==> config.mk <==
export PLATFORM = sky130hd
export DESIGN_NAME = hus_wdma
export DESIGN_NICKNAME = d
export VERILOG_FILES = /design/src/rtl/hus_wdma.sv
export SDC_FILE = /design/constraint.sdc
export NUM_CORES = 1
export LEC_CHECK = 0
export ABC_AREA = 1
export BUFFER_PORTS_ARGS = -buffer_cell sky130_fd_sc_hd__buf_2
export CAP_MARGIN = 5
export CORE_AREA = 8 8 109 111
export CTS_BUF_LIST = sky130_fd_sc_hd__clkbuf_8
export CTS_CLUSTER_SIZE = 40
export DETAILED_ROUTE_END_ITERATION = 10
export DIE_AREA = 0 0 117 119
export GPL_TIMING_DRIVEN = 0
export PLACE_DENSITY = 0.75
export SYNTH_ARGS = -nofsm -noshare
export SYNTH_HDL_FRONTEND = slang
export SYNTH_SLANG_ARGS = --single-unit
==> constraint.sdc <==
create_clock -name clk -period 2.5 [get_ports clk]
set_clock_uncertainty 0.05 [all_clocks]
set_input_delay 0.125 -clock clk [delete_from_list [all_inputs] [get_ports clk]]
set_output_delay 0.125 -clock clk [all_outputs]
set_load 0.01 [all_outputs]
==> src/rtl/hus_wdma.sv <==
// Word DMA: reads 16-bit words from DRAM one request at a time and pushes them into a sample FIFO.
// Optional feature macro: HUS_WDMA_LOOP_EN (restart from loop_addr/loop_len at the end of each pass).
module hus_wdma (
   input  logic        clk,
   input  logic        reset_n,
   input  logic        start,
   input  logic        stop,
   input  logic [20:0] addr_start,
   input  logic [15:0] length,
   input  logic [20:0] loop_addr,
   input  logic [15:0] loop_len,
   output logic        dram_req,
   output logic [20:0] dram_addr,
   input  logic        dram_next,
   input  logic        dram_stb,
   input  logic [15:0] dram_rdata,
   input  logic        fifo_full,
   output logic        fifo_we,
   output logic [15:0] fifo_wdata,
   output logic        busy,
   output logic        done
);

   typedef enum logic [1:0] {
      S_IDLE  = 2'd0,
      S_FILL  = 2'd1,
      S_WAIT  = 2'd2,
      S_DRAIN = 2'd3
   } state_t;

   state_t      state_q, state_d;
   logic [20:0] addr_q, addr_d;
   logic [15:0] cnt_q, cnt_d;
   logic        dram_req_q, dram_req_d;
   logic [20:0] dram_addr_q, dram_addr_d;
   logic        fifo_we_q, fifo_we_d;
   logic [15:0] fifo_wdata_q, fifo_wdata_d;
   logic        busy_q, busy_d;
   logic        done_q, done_d;

`ifndef HUS_WDMA_LOOP_EN
   logic        unused_loop_s;
   assign unused_loop_s = ^{loop_addr, loop_len};
`endif

   // Next-state and next-output computation for the transfer sequencer.
   always_comb begin
      state_d      = state_q;
      addr_d       = addr_q;
      cnt_d        = cnt_q;
      dram_req_d   = dram_req_q;
      dram_addr_d  = dram_addr_q;
      fifo_we_d    = 1'b0;
      fifo_wdata_d = fifo_wdata_q;
      done_d       = 1'b0;

      case (state_q)
         S_IDLE: begin
            dram_req_d = 1'b0;
            if (start) begin
               addr_d = addr_start;
               cnt_d  = length;
               if (length == 16'd0) begin
                  done_d = 1'b1;
               end else begin
                  state_d = S_FILL;
               end
            end else begin
               state_d = S_IDLE;
            end
         end

         S_FILL: begin
            if (stop) begin
               // An acceptance in the abort cycle still leaves one read in flight.
               dram_req_d = 1'b0;
               if (dram_req_q && dram_next) begin
                  state_d = S_DRAIN;
               end else begin
                  state_d = S_IDLE;
               end
            end else if (dram_req_q) begin
               if (dram_next) begin
                  dram_req_d = 1'b0;
                  state_d    = S_WAIT;
               end else begin
                  dram_req_d = 1'b1;
               end
            end else begin
               dram_req_d  = ~fifo_full;
               dram_addr_d = addr_q;
            end
         end

         S_WAIT: begin
            if (dram_stb) begin
               if (stop) begin
                  state_d = S_IDLE;
               end else begin
                  fifo_we_d    = 1'b1;
                  fifo_wdata_d = dram_rdata;
                  addr_d       = addr_q + 21'd1;
                  cnt_d        = cnt_q - 16'd1;
                  if (cnt_q == 16'd1) begin
                     done_d = 1'b1;
`ifdef HUS_WDMA_LOOP_EN
                     if (loop_len != 16'd0) begin
                        addr_d  = loop_addr;
                        cnt_d   = loop_len;
                        state_d = S_FILL;
                     end else begin
                        state_d = S_IDLE;
                     end
`else
                     state_d = S_IDLE;
`endif
                  end else begin
                     state_d = S_FILL;
                  end
               end
            end else if (stop) begin
               state_d = S_DRAIN;
            end else begin
               state_d = S_WAIT;
            end
         end

         S_DRAIN: begin
            if (dram_stb) begin
               state_d = S_IDLE;
            end else begin
               state_d = S_DRAIN;
            end
         end

         default: begin
            state_d    = S_IDLE;
            dram_req_d = 1'b0;
         end
      endcase

      busy_d = (state_d != S_IDLE);
   end

   // State, counters and registered outputs.
   always_ff @(posedge clk or negedge reset_n) begin
      if (!reset_n) begin
         state_q      <= S_IDLE;
         addr_q       <= 21'd0;
         cnt_q        <= 16'd0;
         dram_req_q   <= 1'b0;
         dram_addr_q  <= 21'd0;
         fifo_we_q    <= 1'b0;
         fifo_wdata_q <= 16'd0;
         busy_q       <= 1'b0;
         done_q       <= 1'b0;
      end else begin
         state_q      <= state_d;
         addr_q       <= addr_d;
         cnt_q        <= cnt_d;
         dram_req_q   <= dram_req_d;
         dram_addr_q  <= dram_addr_d;
         fifo_we_q    <= fifo_we_d;
         fifo_wdata_q <= fifo_wdata_d;
         busy_q       <= busy_d;
         done_q       <= done_d;
      end
   end

   assign dram_req   = dram_req_q;
   assign dram_addr  = dram_addr_q;
   assign fifo_we    = fifo_we_q;
   assign fifo_wdata = fifo_wdata_q;
   assign busy       = busy_q;
   assign done       = done_q;

endmodule

==> results.cfg, run 1 <==
[power_and_ir_drop]
combPwrFrac_pct = 42.4
leakage_nw = 2.76
seq_power_share_pct = 40.5
power.internal_mw = 3.29
p_sw_share_pct = 43.7
p_total_mw = 5.84
switchingPower_mw = 2.56
peakVddDrop_uv = 567
p_clk_share_pct = 17.1
power_per_cell_area_mw_per_mm2 = 1060

[detailed_routing]
vias = 4476
drt_iter0_drc = 304
via_per_inst = 5.12
drtPass1Iterations = 5
drt-total-wl_um = 13700
drcViolationCount = 0
wl_per_cell_um = 15.7
detail-route-antenna-nets = 0

[synth]
synth_xor_area_share_pct = 0.794
ys_seq_area_share_pct = 45.4
synth_warnings = 0
synth_compound_area_share_pct = 11.6
ys_seq_elements = 80
synthSimpleGateAreaFrac_pct = 32.0
synth_mux_area_share_pct = 1.02
synthesis.instances = 602
avgSynthCellArea_um2 = 7.33
synth.cell_area_mm2 = 0.00441
syn-num-nets = 702
yosys.area_share.adder_pct = 0.851
ys_types = 32
synth_top_family_by_area = simple AND/OR/NAND/NOR gates

[sta]
hold_violations = 0
rsz0062_at_grt = no
period_share_pct = 77.5
max_freq_ghz = 0.516
tightest_slew_ns = 0.508
min_period_ns = 1.94
setup_viol = 0
fin_tns_setup_ns = 0
slew_viol_final = 0
whs_ns = 0.00353
slew_headroom_pct = 66.0

[global_route]
grt-ovfl-total = 0
grt_usage_pct = 20.7
antenna_found_initial = 1
first_global_vias = 4559
grt_pass1_wl_um = 22500
grt_max_degree = 45

[place]
placed_cell_area_mm2 = 0.00511
portBuffers = 100
placed_cells = 839
hpwl_um = 10200
place_congestion = 0.909

[setup_path]
cp_slowest_cell = dfrtp_1
path_cells = ha_1 > nand3_1 > inv_1 > nand2_1 > inv_1 > nand2_1 > a21oi_1 > o22ai_1
required_ns = 2.70
slowest_delay_ns = 0.47
path_max_fanout = 6
cp_num_buf_inv = 2
cp-end-kind = flip-flop
startpoint_type = flip-flop
critical_path_class = flip-flop to flip-flop
worst_path_dominant_cell_family = flip-flops
cp.arrival_ns = 2.13

[floorplan]
die_h_um = 119
core_mm2 = 0.0101
start_util_pct = 43.7
die_area_mm2 = 0.0139
boundaryPins = 138
die_w_um = 117
rows = 37

[cells_and_area]
most-common-layout-cells = nand2_1, buf_2, nor2_1
final_area_mm2 = 0.00550
area_growth_pct = 24.7
final_common_cell = nand2_1
layout.nets = 832
final-instance-count-excl-fill = 874
drive_above_1_share_pct = 21.7

[clock_network]
cts_buffer_depth = 2
cts_sinks = 80
clk_latency_ns = 0.36
root_buffer = clkbuf_8
cts-htree-levels = 3
cts_buffers = 9
cts_tree = yes
clk_pin_slew_ns = 0.09

[job]
drv_cap = 0

[worst_hold_path]
hp-class = primary input to flip-flop

[outcome]
status = complete, no violations
## registers in the layout (all words and copies together) (netlist names)
signal,count
addr_q,21
busy,1
cnt_q,16
done,1
dram_addr,21
dram_req,1
fifo_wdata,16
fifo_we,1
state_q,2
## worst register-to-register path, cell delays in order, from the launching register on
cell and delay [ns]:
dfrtp_1 0.47, ha_1 0.35, nand3_1 0.23, inv_1 0.18
nand2_1 0.14, inv_1 0.12, nand2_1 0.07, a21oi_1 0.13
o22ai_1 0.08
## final cells by class
type | count | area (um2)
Fill cell | 1043 | 4590
Multi-Input combinational cell | 443 | 2040
Sequential cell | 80 | 2000
Timing Repair Buffer | 119 | 711
Inverter | 57 | 216
Tap cell | 136 | 170
Buffer | 22 | 154
Clock buffer | 10 | 138
Clock inverter | 6 | 67.6
Antenna cell | 1 | 2.50
## what timing repair did
| action | 4_1_cts | 5_1_grt |
|---|---|---|
| endpoints found under the hold margin | 53 | 0 |
| gates resized for setup | 0 | 0 |
| hold buffers | 18 | 0 |
| setup endpoints to repair | 0 | 0 |
| buffers inserted | 0 | 0 |
## metal layers
metal / global-route usage, % / routed length (um) / vias up
li1: - / - / 2198
met1: 24.9 / 5630 / 2101
met2: 35.1 / 6890 / 150
met3: 3.59 / 888 / 27
met4: 9.21 / 337 / 0
met5: 0 / 0 / -
## per-stage QoR
stage	utilization, %	setup WS, ns
global route	54.5	0.402
finish	54.5	0.563
global placement	50.4	0.603
CTS	54.5	0.536
floorplan	-	1.02
detailed placement	50.7	0.556
## cells in the mapped netlist
master / number / share of area (%)
a21oi_1: 13 / 1.5
a21oi_2: 1 / 0.20
a22oi_1: 1 / 0.17
a22oi_2: 2 / 0.57
a31oi_1: 4 / 0.57
buf_2: 9 / 1.0
buf_4: 6 / 1.0
buf_6: 5 / 1.3
clkbuf_1: 2 / 0.17
dfrtp_1: 80 / 45
ha_1: 3 / 0.85
inv_1: 52 / 4.4
inv_2: 4 / 0.34
inv_4: 1 / 0.14
mux2_4: 3 / 1.0
nand2_1: 194 / 17
nand2_2: 2 / 0.28
nand3_1: 39 / 4.4
nand4_1: 13 / 1.8
nor2_1: 81 / 6.9
nor2_2: 5 / 0.71
nor2_4: 1 / 0.26
nor3_1: 2 / 0.23
nor3_4: 2 / 0.74
o211ai_1: 2 / 0.34
o21ai_0: 27 / 3.1
o21ai_1: 36 / 4.1
o21ai_2: 1 / 0.20
o22ai_1: 5 / 0.71
o2bb2ai_1: 1 / 0.20
or2_2: 1 / 0.14
xor2_1: 4 / 0.79
## final timing paths
check | from | to | slack, ns | depth (start not counted)
max | addr_q[0] | addr_q[8] | 0.56 | 8
max in group asynchronous | reset_n | state_q[1] | 1.57 | 3
min reg2reg | fifo_wdata[3] | fifo_wdata[3] | 0.43 | 2
max reg2reg | addr_q[0] | addr_q[8] | 0.56 | 8
min in group asynchronous | reset_n | dram_addr[6] | 0.21 | 2
min | fifo_full | dram_req | 0.004 | 4
## power by group through the flow
stage | Sequential (mW) | Clock [mW] | Combinational [mW]
detailed placement | 2.37 | 0 | 2.46
finish | 2.37 | 0.998 | 2.48
global route | 2.46 | 1.07 | 2.80
global placement | 2.35 | 0 | 2.40
CTS | 2.36 | 1.02 | 2.49
floorplan | 2.41 | 0 | 1.49
## logic make-up after synthesis
| logic type | count (synthesis) |
|---|---|
| simple gates | 340 |
| compound gates | 93 |
| flops | 80 |
| buf+inv | 79 |
| xor+xnor | 4 |
| mux | 3 |
| fa+ha+maj | 3 |
Power figures use the tool's default switching activity.
==> run 2, diff against run 1 <==
--- a/config.mk
+++ b/config.mk
@@ -14,7 +14,7 @@
 export DETAILED_ROUTE_END_ITERATION = 10
 export DIE_AREA = 0 0 117 119
 export GPL_TIMING_DRIVEN = 0
-export PLACE_DENSITY = 0.75
+export PLACE_DENSITY = 0.78
 export SYNTH_ARGS = -nofsm -noshare
 export SYNTH_HDL_FRONTEND = slang
 export SYNTH_SLANG_ARGS = --single-unit
==> constraint.sdc (replaced) <==
create_clock -name clk -period 1.7 [get_ports clk]
set_clock_uncertainty 0.05 [all_clocks]
set_input_delay 0.085 -clock clk [delete_from_list [all_inputs] [get_ports clk]]
set_output_delay 0.085 -clock clk [all_outputs]
set_load 0.01 [all_outputs]
==> run 2 against run 1 <==
Net effect:
- first-iteration DRC count decreased by 14%
- final cell count increased by 1.6%
- utilization increased by 2.1 points
- non-clock buffer count increased by 15
- sequential power increased by 48%
- total power increased by 52%
- via count increased by 2.0%
- worst setup slack got worse by 0.46 ns
- critical path type unchanged
- largest cell class unchanged
==> results.cfg, run 2 (synthesized netlist as in run 1, its figures left out) <==
[sta]
max_freq_ghz = 0.625
min_period_ns = 1.60
rsz0062_at_grt = no
slew_headroom_pct = 64.4
period_share_pct = 94.1
tightest_slew_ns = 0.533
slew_viol_final = 0
fin_tns_setup_ns = 0
hold_violations = 0
setup_viol = 0

[global_route]
first_global_vias = 4790
antenna_found_initial = 0
grt_max_degree = 42
grt-ovfl-total = 0
grt_usage_pct = 21.2
grt_pass1_wl_um = 23100

[floorplan]
die_h_um = 119
die_w_um = 117
boundaryPins = 138
core_mm2 = 0.0101
start_util_pct = 43.7
die_area_mm2 = 0.0139
rows = 37

[detailed_routing]
drt_iter0_drc = 262
drt-total-wl_um = 14200
vias = 4565
detail-route-antenna-nets = 0
drcViolationCount = 0
via_per_inst = 5.14
wl_per_cell_um = 16.0
drtPass1Iterations = 5

[cells_and_area]
most-common-layout-cells = nand2_1, buf_2, dfrtp_1
layout.nets = 847
finish.utilization_pct = 56.6
final_common_cell = nand2_1
final_area_mm2 = 0.00571
final.fill_count = 973
drive_above_1_share_pct = 23.1
area_growth_pct = 29.4
antenna-diode-count = 0

[setup_path]
slowest_delay_ns = 0.42
critical_path_class = flip-flop to flip-flop
cp_slowest_cell = dfrtp_2
cpMostUsedCell = nand2_1
path_cells = ha_4 > nand3_2 > inv_2 > nand2_1 > o21ai_0 > nand3_1 > nand2_1 > nand2_1
cp.arrival_ns = 1.82
rrSetupSlack_ns = 0.10
r2r-start = addr_q[0]
required_ns = 1.92
path_max_fanout = 6
critPathLaunch = addr_q[0]
endpoint = addr_q[16]
startpoint_type = flip-flop
rr_endpoint = addr_q[16]
cp-end-kind = flip-flop
reg2reg_depth = 8

[clock_network]
clk_pin_slew_ns = 0.08
root_buffer = clkbuf_8
cts-htree-levels = 3
cts_sinks = 80
cts_buffer_depth = 2
cts_buffers = 9
clk_latency_ns = 0.37
cts_tree = yes

[power_and_ir_drop]
power_per_cell_area_mw_per_mm2 = 1560
leakage_nw = 2.85
peakVddDrop_uv = 656
p_total_mw = 8.90

[outcome]
status = complete, no violations

[place]
place_congestion = 0.936
placed_cell_area_mm2 = 0.00511
portBuffers = 100
hpwl_um = 10300

[worst_hold_path]
hp-class = primary input to flip-flop
hold_path_startpoint = length[7]

[job]
drv_cap = 0
run 2: cell count changes in the layout (fill, tap and decap cells not counted), moves of 2 or more:
cell / change
dlygate4sd3_1: +11
nor2_1: -5
nor2_2: +4
buf_4: +3
buf_12: +2
clkinvlp_4: -2
dfrtp_1: -2
dfrtp_2: +2
run 2: per-stage QoR:
stage               hold WS [ns]  instances  setup WS, ns
floorplan                 -0.261        602         0.219
global placement           0.235        838        -0.194
detailed placement        0.0506        839        -0.228
CTS                     0.000488        884       0.00101
global route              0.0315        888       0.00843
finish                   0.00432        888         0.100
run 2: final cells by class:
| type | count | area, um2 | area share [%] |
|---|---|---|---|
| inverter | 57 | 216 | 3.79 |
| multi-input combinational | 443 | 2080 | 36.4 |
| timing repair buffer | 134 | 856 | 15.0 |
| clock inverter | 5 | 78.8 | 1.38 |
| tap | 136 | 170 | 2.98 |
| clock buffer | 11 | 151 | 2.65 |
| buffer | 22 | 156 | 2.74 |
| sequential | 80 | 2000 | 35.1 |
run 2: report_power, final:
group,switching [mW],internal (mW),total (mW),leakage (nW)
Combinational,2.35,1.42,3.77,1.73
Sequential,0.732,2.76,3.50,0.997
Clock,0.728,0.905,1.63,0.119
run 2: critical path: cells and delay by family (launching register included):
kind	cells	cell delay, ns
compound gates	1	0.21
flops	1	0.42
simple gates	5	0.49
fa+ha+maj	1	0.20
buf+inv	1	0.13
run 2: routing by layer:
layer	GRT usage [%]	up-vias	part of all wire, %
li1	-	2224	-
met1	25.0	2155	41
met2	35.9	158	50
met3	4.19	28	6.0
met4	9.93	0	2.4
met5	0	-	0
run 2: worst min-delay path by stage:
| stage | to | slack, ns | cells after the start |
|---|---|---|---|
| finish | cnt_q[7] | 0.004 | 5 |
| global route | addr_q[18] | 0.03 | 5 |
| CTS | addr_q[18] | 0.0005 | 5 |
| detailed placement | dram_addr[6] | 0.05 | 1 |
| global placement | fifo_wdata[6] | 0.23 | 3 |
| floorplan | addr_q[0] | -0.26 | 0 |
run 2: timing repair:
action | CTS | global route
setup buffers | 0 | 4
pin swaps | 0 | 1
hold endpoints to repair | 69 | 0
gates cloned | 0 | 0
setup endpoints to repair | 5 | 27
gates resized for setup | 5 | 8
hold buffers | 29 | 0
==> run 3, diff against run 2 <==
==> config.mk (replaced) <==
export PLATFORM = sky130hd
export DESIGN_NAME = hus_wdma
export DESIGN_NICKNAME = d
export VERILOG_FILES = /design/src/rtl/hus_wdma.sv
export SDC_FILE = /design/constraint.sdc
export NUM_CORES = 1
export LEC_CHECK = 0
export BUFFER_PORTS_ARGS = -buffer_cell sky130_fd_sc_hd__buf_2
export CAP_MARGIN = 5
export CORE_AREA = 8 8 106 108
export CTS_BUF_LIST = sky130_fd_sc_hd__clkbuf_8
export CTS_CLUSTER_SIZE = 40
export DETAILED_ROUTE_END_ITERATION = 10
export DIE_AREA = 0 0 114 116
export GPL_TIMING_DRIVEN = 0
export PLACE_DENSITY = 0.79
export SYNTH_ARGS = -nofsm -noshare
export SYNTH_HDL_FRONTEND = slang
export SYNTH_SLANG_ARGS = --single-unit
==> run 3 against run 2 <==
Net effect:
- synthesized cell count down 29%
- largest power group unchanged
- critical path type unchanged
- sequential power rose by 7.1%
- the flow now finishes with violations (negative setup slack)
- maximum frequency shrank 9.5%
- final area up 5.8%
- routed wire length rose by 1.4%
- count of clock-buffer cells in the layout decreased by 1
- via count fell by 4.1%
- first-iteration DRC count increased by 85%
- sequential share of layout area decreased by 1.8 points
- critical path depth decreased by 2
- clock power down 4%
- total power up 9.1%
==> results.cfg, run 3 <==
[power_and_ir_drop]
p_total_mw = 9.71
leakage_nw = 2.67
peakVddDrop_uv = 700
power_per_cell_area_mw_per_mm2 = 1610

[sta]
max_freq_ghz = 0.566
hold_violations = 0
min_period_ns = 1.77
fin_tns_setup_ns = -0.492
slew_viol_final = 0
rsz0062_at_grt = yes
period_share_pct = 104
whs_ns = 0.0129
tightest_slew_ns = 0.480
setup_viol = 20
setup_slack_ns = -0.0678
slew_headroom_pct = 68.0

[global_route]
grt_usage_pct = 21.1
antenna_found_initial = 0
met1_usage_pct = 24.2
grt_max_degree = 49
grt.met2_usage_pct = 34.8
grt_pass1_wl_um = 21900
grt_use_met3_pct = 8.08
first_global_vias = 4423
grt_busiest_layer = met2
grt-ovfl-total = 0

[clock_network]
cts_sinks = 80
cts_buffers = 9
cts_tree = yes
root_buffer = clkbuf_8
clk_pin_slew_ns = 0.08
cts_buffer_depth = 2
cts-htree-levels = 3
clk_latency_ns = 0.36

[detailed_routing]
detail-route-antenna-nets = 0
drcViolationCount = 0
via_per_inst = 5.88
drtPass1Iterations = 7
vias = 4376
drt_iter0_drc = 485
wl_per_cell_um = 19.3
drt-total-wl_um = 14400

[cells_and_area]
drive_above_1_share_pct = 42.9
antenna-diode-count = 0
final_area_mm2 = 0.00604
area_growth_pct = 44.5
final_common_cell = buf_2
most-common-layout-cells = buf_2, nand2_1, dfrtp_1
layout.nets = 706
final-instance-count-excl-fill = 744
final.fill_count = 744
finish.utilization_pct = 63.2

[synth]
synth.most_common_cell = dfrtp_1
synth.cell_area_mm2 = 0.00418
ys_seq_elements = 80
syn-num-nets = 529
synth_top_cell_area_share_pct = 47.9
ys_seq_area_share_pct = 47.9
synth.area.top_cells = dfrtp_1, nand2_1, mux2_2
synth_edf_count = 0
synthFlopType = dfrtp_1
synth_warnings = 0
ys_types = 65
avgSynthCellArea_um2 = 9.74
synthesis.instances = 429
postSynth.asyncResetShare_pct = 100
synth_area_leader_cell = dfrtp_1
yosys-top-cells-count = dfrtp_1, nand2_1, a21oi_1, mux2_2, nor2_1

[setup_path]
slowest_delay_ns = 0.40
cp-end-kind = flip-flop
cp.arrival_ns = 1.96
path_max_fanout = 7
critical_path_class = flip-flop to flip-flop
cp_slowest_cell = dfrtp_1
required_ns = 1.89
path_cells = buf_6 > or3b_1 > buf_6 > nand2_8 > o21ai_1 > or3b_1
startpoint_type = flip-flop

[place]
placed_cell_area_mm2 = 0.00488
hpwl_um = 9270
pre_cts_slack_ns = -0.322
placed_cells = 663
portBuffers = 100
place_congestion = 0.898

[outcome]
status = complete, but fails checks
violations = negative setup slack

[floorplan]
die_w_um = 114
die_area_mm2 = 0.0132
boundaryPins = 138
die_h_um = 116
core_mm2 = 0.00955
rows = 36
start_util_pct = 43.8

[job]
drv_cap = 0

[worst_hold_path]
hp-class = primary input to flip-flop
run 3: cell count changes in the layout (fill, tap and decap cells not counted), sizes merged, moves of 6 or more:
cell	previous run	this run
nand2b	0	6
mux2	3	21
nand3	39	18
nor4	0	13
clkbuf	14	20
nand2	196	76
o21ai	64	19
inv	57	8
nor2	87	21
a21oi	14	27
and3	0	6
buf	124	155
a2bb2oi	0	8
o22a	0	7
run 3: kinds of logic (layout without fill, tap and decap cells):
logic type | count (synthesis) | count (layout) | share of synthesized area (%)
AND/OR/NAND/NOR | 183 | 183 | 24.0
AO/OA/AOI/OAI | 105 | 105 | 17.1
flip-flops | 80 | 80 | 47.9
buffers and inverters | 36 | 218 | 4.28
multiplexers | 21 | 21 | 5.66
adder cells (fa/ha/maj) | 3 | 3 | 0.898
XOR/XNOR | 1 | 1 | 0.210
run 3: power breakdown:
| part | internal (mW) | switching, mW | leakage (nW) | total, mW |
|---|---|---|---|---|
| Clock | 0.859 | 0.708 | 0.110 | 1.57 |
| Sequential | 2.81 | 0.936 | 0.948 | 3.75 |
| Combinational | 2.16 | 2.23 | 1.61 | 4.40 |
run 3: cell type report:
| cell class | count | area [um2] | area share [%] |
|---|---|---|---|
| Clock inverter | 6 | 83.8 | 1.39 |
| Buffer | 28 | 231 | 3.83 |
| Multi-Input combinational cell | 313 | 2260 | 37.4 |
| Timing Repair Buffer | 167 | 1120 | 18.5 |
| Inverter | 7 | 28.8 | 0.476 |
| Tap cell | 133 | 166 | 2.76 |
| Sequential cell | 80 | 2010 | 33.3 |
| Clock buffer | 10 | 138 | 2.28 |
run 3: repair_timing:
action | in CTS | in global routing
buffers inserted | 21 | 13
endpoints found under the hold margin | 60 | 1
hold buffers | 29 | 1
cloned | 1 | 1
endpoints found under the setup margin | 69 | 56
resized for setup | 43 | 65
pin swaps | 11 | 26
run 3: final timing paths:
path,startpoint,slack (ns),depth (start not counted),endpoint
max in group asynchronous,reset_n,0.83,3,addr_q[10]
max reg2reg,state_q[1],-0.07,6,cnt_q[15]
min,addr_start[17],0.01,3,addr_q[17]
min in group asynchronous,reset_n,0.17,2,state_q[1]
min reg2reg,fifo_wdata[6],0.43,2,fifo_wdata[6]
max,state_q[1],-0.07,6,cnt_q[15]
run 3: metal layers:
metal  vias up  wire length [um]
met5         -                 0
met4         0               393
met3        50              1500
met2       256              6920
met1      2123              5580
li1       1947                 -
run 3: worst max-delay path, delay by kind of cell, from the launching register on:
family          cells  cell delay [ns]
simple gates        3             0.84
flops               1             0.40
buf+inv             2             0.30
compound gates      1             0.06
